`config.mk`:
```
export PLATFORM = sky130hd
export DESIGN_NAME = cmd_mem_bridge
export DESIGN_NICKNAME = d
export VERILOG_FILES = /design/src/rtl/cmd_mem_bridge.sv
export SDC_FILE = /design/constraint.sdc
export NUM_CORES = 1
export LEC_CHECK = 0
export ABC_AREA = 1
export CAP_MARGIN = 20
export CORE_ASPECT_RATIO = 0.5
export CORE_MARGIN = 2
export CORE_UTILIZATION = 55
export CTS_BUF_LIST = sky130_fd_sc_hd__clkbuf_16
export CTS_CLUSTER_DIAMETER = 200
export DETAILED_ROUTE_END_ITERATION = 8
export GPL_TIMING_DRIVEN = 1
export PLACE_DENSITY_LB_ADDON = 0.1
export SLEW_MARGIN = 15
export SYNTH_ARGS = -nofsm -noshare
export SYNTH_HDL_FRONTEND = slang
export SYNTH_SLANG_ARGS = --single-unit
```
`constraint.sdc`:
```
create_clock -name clk -period 4.7 [get_ports clk]
set_input_delay 0.94 -clock clk [delete_from_list [all_inputs] [get_ports clk]]
set_output_delay 0.94 -clock clk [all_outputs]
set_load 0.005 [all_outputs]
```
`src/rtl/cmd_mem_bridge.sv`:
```
// Byte-command bridge from a UART register interface to a simple memory port.
// Opcodes load the address/counter registers and run write or read bursts.
module cmd_mem_bridge #(
  parameter int ADDR_W    = 32,
  parameter int DATA_W    = 8,
  parameter int CNT_W     = 8,
  parameter int ADDR_STEP = 1
) (
  input  logic              clk,
  input  logic              areset,
  input  logic              uart_interrupt,
  output logic [3:0]        uart_rcen,
  input  logic              uart_rack,
  input  logic [7:0]        uart_rdata,
  output logic [3:0]        uart_wcen,
  input  logic              uart_wack,
  output logic [7:0]        uart_wdata,
  output logic              mem_cen,
  output logic              mem_wen,
  input  logic              mem_ack,
  output logic [ADDR_W-1:0] mem_addr,
  output logic [DATA_W-1:0] mem_wdata,
  input  logic [DATA_W-1:0] mem_rdata,
  output logic              err
);

  localparam logic [7:0] ADDR_LAST = 8'(ADDR_W / 8 - 1);
  localparam logic [7:0] CNT_LAST  = 8'(CNT_W / 8 - 1);
  localparam logic [7:0] DATA_LAST = 8'(DATA_W / 8 - 1);

  typedef enum logic [3:0] {
    IDLE, FETCH, DECODE, LOAD_ADDR, LOAD_CNT, WR_COLLECT, WR_MEM, RD_MEM, RD_TX
  } state_t;

  state_t            state;
  logic              pending;
  logic [7:0]        opcode;
  logic [7:0]        byte_idx;
  logic [ADDR_W-1:0] addr;
  logic [CNT_W-1:0]  cnt;
  logic [DATA_W-1:0] wbuf;
  logic [DATA_W-1:0] rbuf;
  logic              rx_take;
  logic              consuming;

  assign rx_take   = uart_rcen[0] & uart_rack;
  assign consuming = state inside {FETCH, LOAD_ADDR, LOAD_CNT, WR_COLLECT};
  assign mem_addr  = addr;
  assign mem_wdata = wbuf;

  // Read bursts hold a pending RX byte because RD_MEM/RD_TX never fetch.
  always_ff @(posedge clk or posedge areset) begin
    if (areset) begin
      state      <= IDLE;
      pending    <= 1'b0;
      opcode     <= 8'h00;
      byte_idx   <= 8'h00;
      addr       <= '0;
      cnt        <= '0;
      wbuf       <= '0;
      rbuf       <= '0;
      uart_rcen  <= 4'b0000;
      uart_wcen  <= 4'b0000;
      uart_wdata <= 8'h00;
      mem_cen    <= 1'b0;
      mem_wen    <= 1'b0;
      err        <= 1'b0;
    end else begin
      if (uart_interrupt) begin
        if (pending && !rx_take) err <= 1'b1;
        else                     pending <= 1'b1;
      end else if (rx_take) begin
        pending <= 1'b0;
      end

      if (consuming) begin
        if (rx_take)                       uart_rcen <= 4'b0000;
        else if (!uart_rcen[0] && pending) uart_rcen <= 4'b0001;
      end

      case (state)
        IDLE: if (pending) state <= FETCH;

        FETCH: if (rx_take) begin
          opcode <= uart_rdata;
          state  <= DECODE;
        end

        DECODE: begin
          byte_idx <= 8'h00;
          case (opcode)
            8'h00: state <= IDLE;
            8'h01: state <= LOAD_ADDR;
            8'h02: state <= LOAD_CNT;
            8'h04: state <= (cnt == '0) ? IDLE : WR_COLLECT;
            8'h08: begin
              if (cnt == '0) state <= IDLE;
              else begin
                state   <= RD_MEM;
                mem_cen <= 1'b1;
                mem_wen <= 1'b0;
              end
            end
            default: begin
              err   <= 1'b1;
              state <= IDLE;
            end
          endcase
        end

        LOAD_ADDR: if (rx_take) begin
          addr <= (addr << 8) | ADDR_W'(uart_rdata);
          if (byte_idx == ADDR_LAST) state <= IDLE;
          else byte_idx <= byte_idx + 8'd1;
        end

        LOAD_CNT: if (rx_take) begin
          cnt <= (cnt << 8) | CNT_W'(uart_rdata);
          if (byte_idx == CNT_LAST) state <= IDLE;
          else byte_idx <= byte_idx + 8'd1;
        end

        WR_COLLECT: if (rx_take) begin
          wbuf <= (wbuf << 8) | DATA_W'(uart_rdata);
          if (byte_idx == DATA_LAST) begin
            byte_idx <= 8'h00;
            mem_cen  <= 1'b1;
            mem_wen  <= 1'b1;
            state    <= WR_MEM;
          end else begin
            byte_idx <= byte_idx + 8'd1;
          end
        end

        WR_MEM: if (mem_ack) begin
          mem_cen <= 1'b0;
          mem_wen <= 1'b0;
          addr    <= addr + ADDR_W'(ADDR_STEP);
          cnt     <= cnt - CNT_W'(1);
          state   <= (cnt == CNT_W'(1)) ? IDLE : WR_COLLECT;
        end

        RD_MEM: if (mem_ack) begin
          mem_cen  <= 1'b0;
          rbuf     <= mem_rdata;
          byte_idx <= 8'h00;
          state    <= RD_TX;
        end

        // Each TX byte gets its own strobe pulse with a low cycle in between.
        RD_TX: begin
          if (uart_wcen[1]) begin
            if (uart_wack) begin
              uart_wcen <= 4'b0000;
              if (byte_idx == DATA_LAST) begin
                addr <= addr + ADDR_W'(ADDR_STEP);
                cnt  <= cnt - CNT_W'(1);
                if (cnt == CNT_W'(1)) state <= IDLE;
                else begin
                  state   <= RD_MEM;
                  mem_cen <= 1'b1;
                  mem_wen <= 1'b0;
                end
              end else begin
                byte_idx <= byte_idx + 8'd1;
              end
            end
          end else begin
            uart_wcen  <= 4'b0010;
            uart_wdata <= rbuf[DATA_W-1 -: 8];
            rbuf       <= rbuf << 8;
          end
        end

        default: state <= IDLE;
      endcase
    end
  end

endmodule

```
==> impl.org, run 1 <==
** Finish
- Commonest non-fill, non-tap cell in the layout :: sky130_fd_sc_hd__nand2_1
- Commonest non-fill, non-tap cells in the layout :: sky130_fd_sc_hd__nand2_1, sky130_fd_sc_hd__nor2_1, sky130_fd_sc_hd__dfrtp_1
- The number of antenna diodes in the final layout is 0.
- Relative to the synthesized area, the layout overhead comes to 18.5%.
- Fill cells in the final layout number roughly 940.
- The post-route netlist has around 4.3% of its cells at a drive strength greater than 1.
- In the final design database the tool counted between 900 and 1000 nets.

** Drt
- In the routed layout, each cell is associated on average with a via count of between 5 and 6.
- The final layout contains routed wiring with a total length of between 15000 and 20000 um.
- DRC violations left :: 0
- Antenna viol nets, final :: 0
- Count of TritonRoute iterations in the first routing pass :: 6
- After detailed routing, the average wire length per cell comes to ~14 um.
- Total number of vias :: slightly below 6000
- First-iteration detailed-routing DRC count :: approximately 490

** Clocking
- TritonCTS built the clock tree.
- Clock-pin slew was measured on the worst setup and hold paths at ~70 ps.
- Number of buffers inserted to repair setup after CTS :: 0
- CTS sink cnt :: 90
- Hold-fix buffers at CTS :: 0
- CTS max path bufs :: 2
- Number of gates given a new drive strength after cts :: 0
- CTS built an H-tree with a depth of 3.
- TritonCTS buffer count :: 9
- The later pin in the worst-skew pair is clocked with a latency of roughly 350 ps.
- The tree is rooted in a sky130_fd_sc_hd__clkbuf_16.

** STA
- Subtracting the final worst setup slack from the clock period gives 2680 ps.
- Least-Margin Pin Slew :: slightly above 700 ps
- Setup total negative slack on the finished layout was measured at 0 ps.
- Max-slew headroom at the worst pin :: around half
- Period utilization :: between 50% and 60%
- Final Max Tran Viols :: 0
- Across the routed clock network, the largest skew measured is slightly below 8 ps.
- Setup repair after global routing left no endpoint under its margin.
- For this run, the top clock speed supported by timing is between 300 and 400 MHz.
- The final hold violation count was 0.
- The worst path meets setup with roughly 2000 ps of slack.
- Setup violations remaining at the end of the flow were counted as 0.

** Logic synthesis
- Number of register bits inferred by synthesis :: 90
- In this run the mean area of a mapped cell was between 6 and 7 um^2.
- The number of different library cells used by synthesis comes to 37.
- Synthesis handed over a netlist of approximately 880 instances.
- Cell taking the most area after synthesis :: sky130_fd_sc_hd__dfrtp_1
- Top post-synthesis cells by area :: sky130_fd_sc_hd__dfrtp_1, sky130_fd_sc_hd__nand2_1, sky130_fd_sc_hd__o21ai_0, sky130_fd_sc_hd__nor2_1, sky130_fd_sc_hd__nand3_1
- Cell Area, Synth :: a little under 6000 um^2
- Share of the synthesized area in the top cell type :: approximately two fifths
- For this run, the number of Yosys warnings is 0.
- Register area share after synthesis :: between 30 and 40%

** Floorplanning
- Vert. Die Dim :: 76.6 um
- Measured along the x axis, the die boundary spans between 100 and 150 um.
- Initial Util :: 56.6%
- Standard-cell row count :: 26
- The floorplan step defined a core boundary enclosing between 10000 and 15000 um^2.
- The die covers 11400 um^2.
- Ports :: ~80

** Place
- Post-placement worst setup slack :: approximately 1900 ps
- At the end of routability-driven placement, the weighted congestion stood at 0.966.
- Input/output buffers :: 74
- HPWL after DPL :: 10900 um

** Pwr
- Pwr/cell area :: between 500 and 600 nW/um^2
- VDD sags by at most 0.300 mV.
- Standby leakage power :: between 3 and 4 nW

** GRT
- Global routing used 27.7% of the available tracks across all layers.
- Initial antenna violation count :: 0
- Remaining global-route overflow :: 0
- Entering global routing, the biggest net connects a little over 60 pins.
- Global-route wire length before repair :: 25500 um
- Via count of the first global-routing pass :: roughly 5400

** Critical path
- In this run the worst path has a maximum fanout of just over 60.
- Worst r2r path cells :: 8
- The worst setup path is captured at a register.
- The startpoint identified for the worst register-to-register timing path is state[1].
- Req. time, crit path :: just under 5000 ps
- Following the worst setup path forward leads to its endpoint at mem_addr[5].
- Critical R2R Capture :: mem_addr[5]
- Tracing the worst setup path back leads to its startpoint at state[1].
- The critical path is of the register to register type.
- Data on the critical path arrives at its endpoint at ~2900 ps.
- Worst reg-to-reg setup slack :: between 2000 and 2500 ps
- Critical path startpoint category :: register

** Run
- Maximum capacitance violations :: 0

** Outcome
- The flow ran to the end, and the final reports show no timing, DRC or antenna violations.

** Worst hold path
- The worst hold path begins at mem_cen.
- Kind of path behind the tightest hold check :: register to register
-- critical path, stage by stage, from the launching register on --
cell and delay (ps):
sky130_fd_sc_hd__dfrtp_1 510, sky130_fd_sc_hd__nor2_4 220, sky130_fd_sc_hd__nand2_2 270, sky130_fd_sc_hd__nand2_4 560, sky130_fd_sc_hd__inv_1 480, sky130_fd_sc_hd__nand2_1 260, sky130_fd_sc_hd__nand2_1 80, sky130_fd_sc_hd__nand2_1 60
sky130_fd_sc_hd__o21ai_0 80
-- worst min-delay path by stage --
stage | endpoint | slack, ps | depth (start not counted)
4_1_cts | mem_cen | 470 | 2
5_1_grt | err | 500 | 2
3_3_place_gp | mem_cen | 460 | 2
6_report | mem_cen | 470 | 2
2_1_floorplan | opcode[5] | 450 | 2
3_5_place_dp | mem_cen | 460 | 2
-- registers in the layout, indices dropped and copies added (netlist names) --
| register | cells |
|---|---|
| rbuf | 8 |
| uart_rcen | 1 |
| byte_idx | 8 |
| opcode | 8 |
| uart_wdata | 8 |
| uart_wcen | 1 |
| state | 4 |
| cnt | 8 |
| err | 1 |
| mem_wen | 1 |
| pending | 1 |
| mem_wdata | 8 |
| mem_cen | 1 |
| mem_addr | 32 |
-- power breakdown --
part | leakage [nW] | switching, mW | internal [mW]
combinational | 1.89 | 0.913 | 0.670
sequential | 1.16 | 0.344 | 1.06
clock | 0.141 | 0.346 | 0.373
total | 3.19 | 1.60 | 2.10
-- routing by layer --
metal	part of all wire, %	vias to the layer above	global-route usage (%)
met1	47	2679	38.1
met3	7.1	14	5.99
li1	-	2885	-
met2	45	204	45.3
met5	0	-	0
met4	1.0	0	6.00
-- area by class of cell --
type                       instances  area, um^2  share of cell area, %
clock buffer                       9         225                   3.28
inverter                          85         323                   4.70
sequential                        90        2250                   32.8
multi-input combinational        677        3080                   44.8
timing repair buffer              76         756                   11.0
clock inverter                     7        65.1                  0.947
tap                              140         175                   2.55
-- through the flow --
| step | hold WS, ps | instances | utilization [%] | power [mW] | instance area, um^2 |
|---|---|---|---|---|---|
| after global placement | 457 | 1068 | 64.2 | 2.93 | 6580 |
| after detailed placement | 459 | 1068 | 64.2 | 2.97 | 6580 |
| final | 470 | 1084 | 67.1 | 3.70 | 6870 |
| after CTS | 475 | 1084 | 67.1 | 3.70 | 6870 |
| after global routing | 495 | 1084 | 67.1 | 4.01 | 6870 |
| after floorplan | 454 | 880 | - | 2.34 | 5820 |
-- synthesized netlist by cell type --
master / instances
sky130_fd_sc_hd__nand2_1: 334
sky130_fd_sc_hd__nor2_1: 105
sky130_fd_sc_hd__dfrtp_1: 90
sky130_fd_sc_hd__inv_1: 81
sky130_fd_sc_hd__o21ai_0: 81
sky130_fd_sc_hd__nand3_1: 73
sky130_fd_sc_hd__nor3_1: 11
sky130_fd_sc_hd__buf_4: 10
sky130_fd_sc_hd__nand3b_1: 10
sky130_fd_sc_hd__clkbuf_1: 9
sky130_fd_sc_hd__xor2_1: 8
sky130_fd_sc_hd__buf_2: 7
sky130_fd_sc_hd__a21oi_1: 6
sky130_fd_sc_hd__ha_1: 6
sky130_fd_sc_hd__nand4_1: 6
sky130_fd_sc_hd__o21ai_1: 5
sky130_fd_sc_hd__nor2_4: 4
sky130_fd_sc_hd__inv_2: 3
sky130_fd_sc_hd__nor2_2: 3
sky130_fd_sc_hd__buf_6: 2
sky130_fd_sc_hd__nand2_2: 2
sky130_fd_sc_hd__nand2_4: 2
sky130_fd_sc_hd__nor2_8: 2
sky130_fd_sc_hd__xnor2_1: 2
sky130_fd_sc_hd__a21boi_0: 1
sky130_fd_sc_hd__a21o_1: 1
sky130_fd_sc_hd__conb_1: 1
sky130_fd_sc_hd__inv_4: 1
sky130_fd_sc_hd__mux2i_2: 1
sky130_fd_sc_hd__nand3_2: 1
sky130_fd_sc_hd__nand3_4: 1
sky130_fd_sc_hd__o211ai_1: 1
sky130_fd_sc_hd__o21a_1: 1
sky130_fd_sc_hd__o21ai_4: 1
sky130_fd_sc_hd__o221ai_1: 1
sky130_fd_sc_hd__o22ai_1: 1
sky130_fd_sc_hd__or2_4: 1
-- logic make-up (layout without fill, tap and decap cells) --
group / after synthesis / after routing / synth area share [%]
buf+inv: 113 / 177 / 8.42
simple gates: 555 / 555 / 40.6
flops: 90 / 90 / 38.8
xor+xnor: 10 / 10 / 1.51
other cells: 1 / 6 / 0.0647
mux: 1 / 1 / 0.237
compound gates: 99 / 99 / 9.00
fa+ha+maj: 6 / 6 / 1.29
(Power assumes the default switching activity.)
==> inputs of run 2 (changes only) <==
==> constraint.sdc (replaced) <==
create_clock -name clk -period 2.5 [get_ports clk]
set_input_delay 0.5 -clock clk [delete_from_list [all_inputs] [get_ports clk]]
set_output_delay 0.5 -clock clk [all_outputs]
set_load 0.005 [all_outputs]
==> run 2 against run 1 <==
Against the previous run:
- global-route usage barely moved
- non-clock buffer count rose by 9
- final area rose by 1.4%
- routed wire length fell by 1.2%
- register-to-register slack got worse by 1700 ps
- worst hold slack improved by 11 ps
- critical endpoint is now mem_addr[0]
- largest cell class unchanged
==> impl.org, run 2 (synthesis gave the netlist of run 1 again) <==
** Outcome
- Result of the run :: complete, no violations

** Pwr
- The internal power contribution was 3.98 mW (+90%).
- Sw Ratio :: 43.1% (-0.24 points)
- Part of the power in combinational logic :: 43.0% (+0.2 points)
- The clock group share of total power is 19.4% (about the same).
- The proportion of power drawn by flip-flops and latches is 37.6% (-0.2 points).
- Maximum vdd ir drop :: 0.523 mV (+74%)
- The net switching power was 3.01 mW (+88%).
- The standby leakage power came to 3.25 nW (+1.7%).
- The power per standard cell area was 1000 nW/um^2 (+87%).

** Worst hold path
- Kind of path behind the tightest hold check :: register to register
- Start point of the worst min-delay path :: mem_wen
- The cell count of the worst hold path came to 2 (unchanged).
- The worst hold path terminates at mem_wen.

** Critical path
- Family with the most delay on the worst path :: simple AND/OR/NAND/NOR gates
- Critical path startpoint category :: register
- Worst setup path startpoint :: state[1]
- Critical path type :: register to register
- Highest net fanout along the worst path :: 24 (-61%)
- Cells along the critical path :: nor2_4, nand2_2, o21ai_4, nor2_8, buf_4, nand2_1, o21ai_0
- Critical R2R Capture :: mem_addr[0]
- The stage delay of the slowest cell on the critical path was 550 ps (about the same).
- The number of cells on the worst reg-to-reg path came to 7 (-1).
- The arrival time at the worst endpoint was 2360 ps (-540 ps).
- The required time at the worst-slack endpoint was 2720 ps (-2200 ps).
- Critical Path Sink Type :: register
- Bufs and invs on worst path :: 1 (unchanged)
- Worst-path cell with the longest stage delay :: sky130_fd_sc_hd__o21ai_4
- The worst register-to-register path begins at state[1].
- Worst reg-to-reg setup slack :: 350 ps (-1670 ps)

** Drt
- The initial DRC count was 379 (-23%).
- The final routed wirelength across all metal layers is 14900 um (-1.2%).
- The number of vias in the routed layout came to 5817 (+0.61%).
- The number of nets with antenna violations after detailed routing came to 0 (unchanged).
- Count of TritonRoute iterations in the first routing pass :: 5 (-1)
- Vias/cell :: 5.32 (-0.22%)
- The mean routed wirelength per cell came to 13.7 um (-2.1%).
- The remaining design rule violation count came to 0 (unchanged).

** Clocking
- The number of cells upsized or downsized after cts was 0 (unchanged).
- Hold-fix buffers at CTS :: 0 (unchanged)
- CTS max path bufs :: 2 (unchanged)
- The depth of the CTS H-tree was 3 (unchanged).
- The CTS sink count is 90 (unchanged).
- The post-CTS setup-driven buffer insertion count came to 0 (unchanged).
- Cell at the root of the clock tree :: sky130_fd_sc_hd__clkbuf_16
- TritonCTS buffer count :: 9 (unchanged)
- TritonCTS built the clock tree.
- The clock-pin slew of the registers on the worst-case setup and hold paths is 70 ps (about the same).
- The clock insertion delay at the later pin of the skew report was 350 ps (about the same).

** Finish
- The number of inserted filler cells in the final layout was 919 (-2.0%).
- The post-layout instance count excluding filler cells came to 1093 (+0.83%).
- The number of nets in the layout is 976 (+0.93%).
- The final antenna diode count came to 0 (unchanged).
- Register Area :: 2250 um^2 (unchanged)
- In the layout the commonest cells are sky130_fd_sc_hd__nand2_1, sky130_fd_sc_hd__nor2_1, sky130_fd_sc_hd__dfrtp_1.
- From synthesis to final layout, the design area changed by 20.2%.
- Leaving out fill and tap cells, the most frequent cell in the layout is sky130_fd_sc_hd__nand2_1.
- The share of post-route cells with drive strength above 1 was 5.25% (+0.90 points).
- Multi-input combinational cell area :: 3080 um^2 (unchanged)
- Number of flip-flops under the largest register name :: 32 (unchanged)

** Place
- The placer's final routability congestion estimate was 0.924 (-4.3%).
- Number of placed cells counting well taps :: 1077 (+0.84%)
- The count of port buffers added during placement came to 74 (unchanged).
- HPWL after DPL :: 10900 um (-0.19%)

** GRT
- Remaining global-route overflow :: 0 (unchanged)
- The met2 layer usage reported by global route came to 45.9% (+0.69 points).
- Global-route usage over all layers :: 27.7% (about the same)
- Pin count of the biggest net entering global routing :: 32 (-48%)
- Global-route wire length before repair :: 25600 um (+0.16%)
- The number of global-route vias before repair came to 5448 (+0.91%).
- Met1 usage in global routing :: 37.3% (-0.84 points)
- The initial antenna violation count came to 0 (unchanged).
- met2 is the most crowded layer.
- The global routing met3 resource utilization was 4.79% (-1.2 points).

** STA
- Count of final hold-check violations :: 0 (unchanged)
- Clock period minus final worst setup slack :: 2150 ps (-535 ps)
- Final Max Tran Viols :: 0 (unchanged)
- Unrepaired setup endpoints after global routing :: false
- Total Neg Setup Slack :: 0 ps (unchanged)
- The highest clock rate was 466 MHz (+25%).
- The final setup violation count is 0 (unchanged).
- Final worst clock skew :: 10.2 ps (+2.31 ps)
- The worst relative slew slack is 54.9% (+3.0 points).
- The transition time of the tightest slew-check pin was 676 ps (-31.9 ps).
- The period utilization is 85.9% (+29 points).

** Floorplanning
- Vert. Die Dim :: 76.6 um (unchanged)
- The area of the die was 11400 um^2 (unchanged).
- Standard-cell row count :: 26 (unchanged)
- Chip width :: 149 um (unchanged)
- The top-level port count was 81 (unchanged).
- The starting density of the core is 56.6% (unchanged).
- The core outline area was 10200 um^2 (unchanged).

** Run
- Maximum capacitance violations :: 0 (unchanged)
-- run 2: cell types whose count changed in the layout (fill, tap and decap cells not counted), sizes merged --
cell / delta
clkinv: -1
buf: +9
inv: +1
-- run 2: routing by layer --
layer / vias up / share of wire [%]
met4: 0 / 1.6
met2: 201 / 46
met3: 23 / 5.8
met1: 2690 / 47
li1: 2903 / -
met5: - / 0
-- run 2: how the worst max path moves through the flow --
stage | to | slack (ps) | depth (start not counted)
after detailed placement | byte_idx[3] | 300 | 9
after global placement | mem_addr[11] | 300 | 8
after CTS | mem_addr[19] | 390 | 7
after global routing | mem_addr[7] | 180 | 8
final | mem_addr[0] | 350 | 7
after floorplan | mem_addr[21] | 880 | 8
-- run 2: layout make-up --
cell class	instances	area share [%]
multi-input cells	677	44.1
flip-flops and latches	90	32.3
repair buffers	85	12.2
inverters	85	4.67
clock buffers	9	3.23
well taps	140	2.51
clock inverters	7	0.952
-- run 2: through the flow --
stage	hold slack (ps)	instance area, um^2	worst slack, ps	power, mW	util (%)
final	482	6970	353	7.00	68.0
after global routing	502	6970	183	7.59	68.0
after CTS	479	6970	385	6.99	68.0
after detailed placement	462	6680	296	5.61	65.2
after global placement	459	6680	303	5.52	65.2
after floorplan	454	5820	879	4.41	-
-- run 2: power by group through the flow --
stage / sequential [mW] / clock [mW] / combinational [mW]
6_report: 2.63 / 1.36 / 3.01
5_1_grt: 2.71 / 1.45 / 3.43
4_1_cts: 2.62 / 1.37 / 3.00
3_5_place_dp: 2.63 / 0 / 2.98
3_3_place_gp: 2.63 / 0 / 2.90
2_1_floorplan: 2.45 / 0 / 1.96
-- run 2: worst reg2reg max path: cells and delay by family, from the launching register on --
kind	cells	cell delay, ps
simple gates	4	660
compound gates	2	630
flops	1	520
buf+inv	1	210
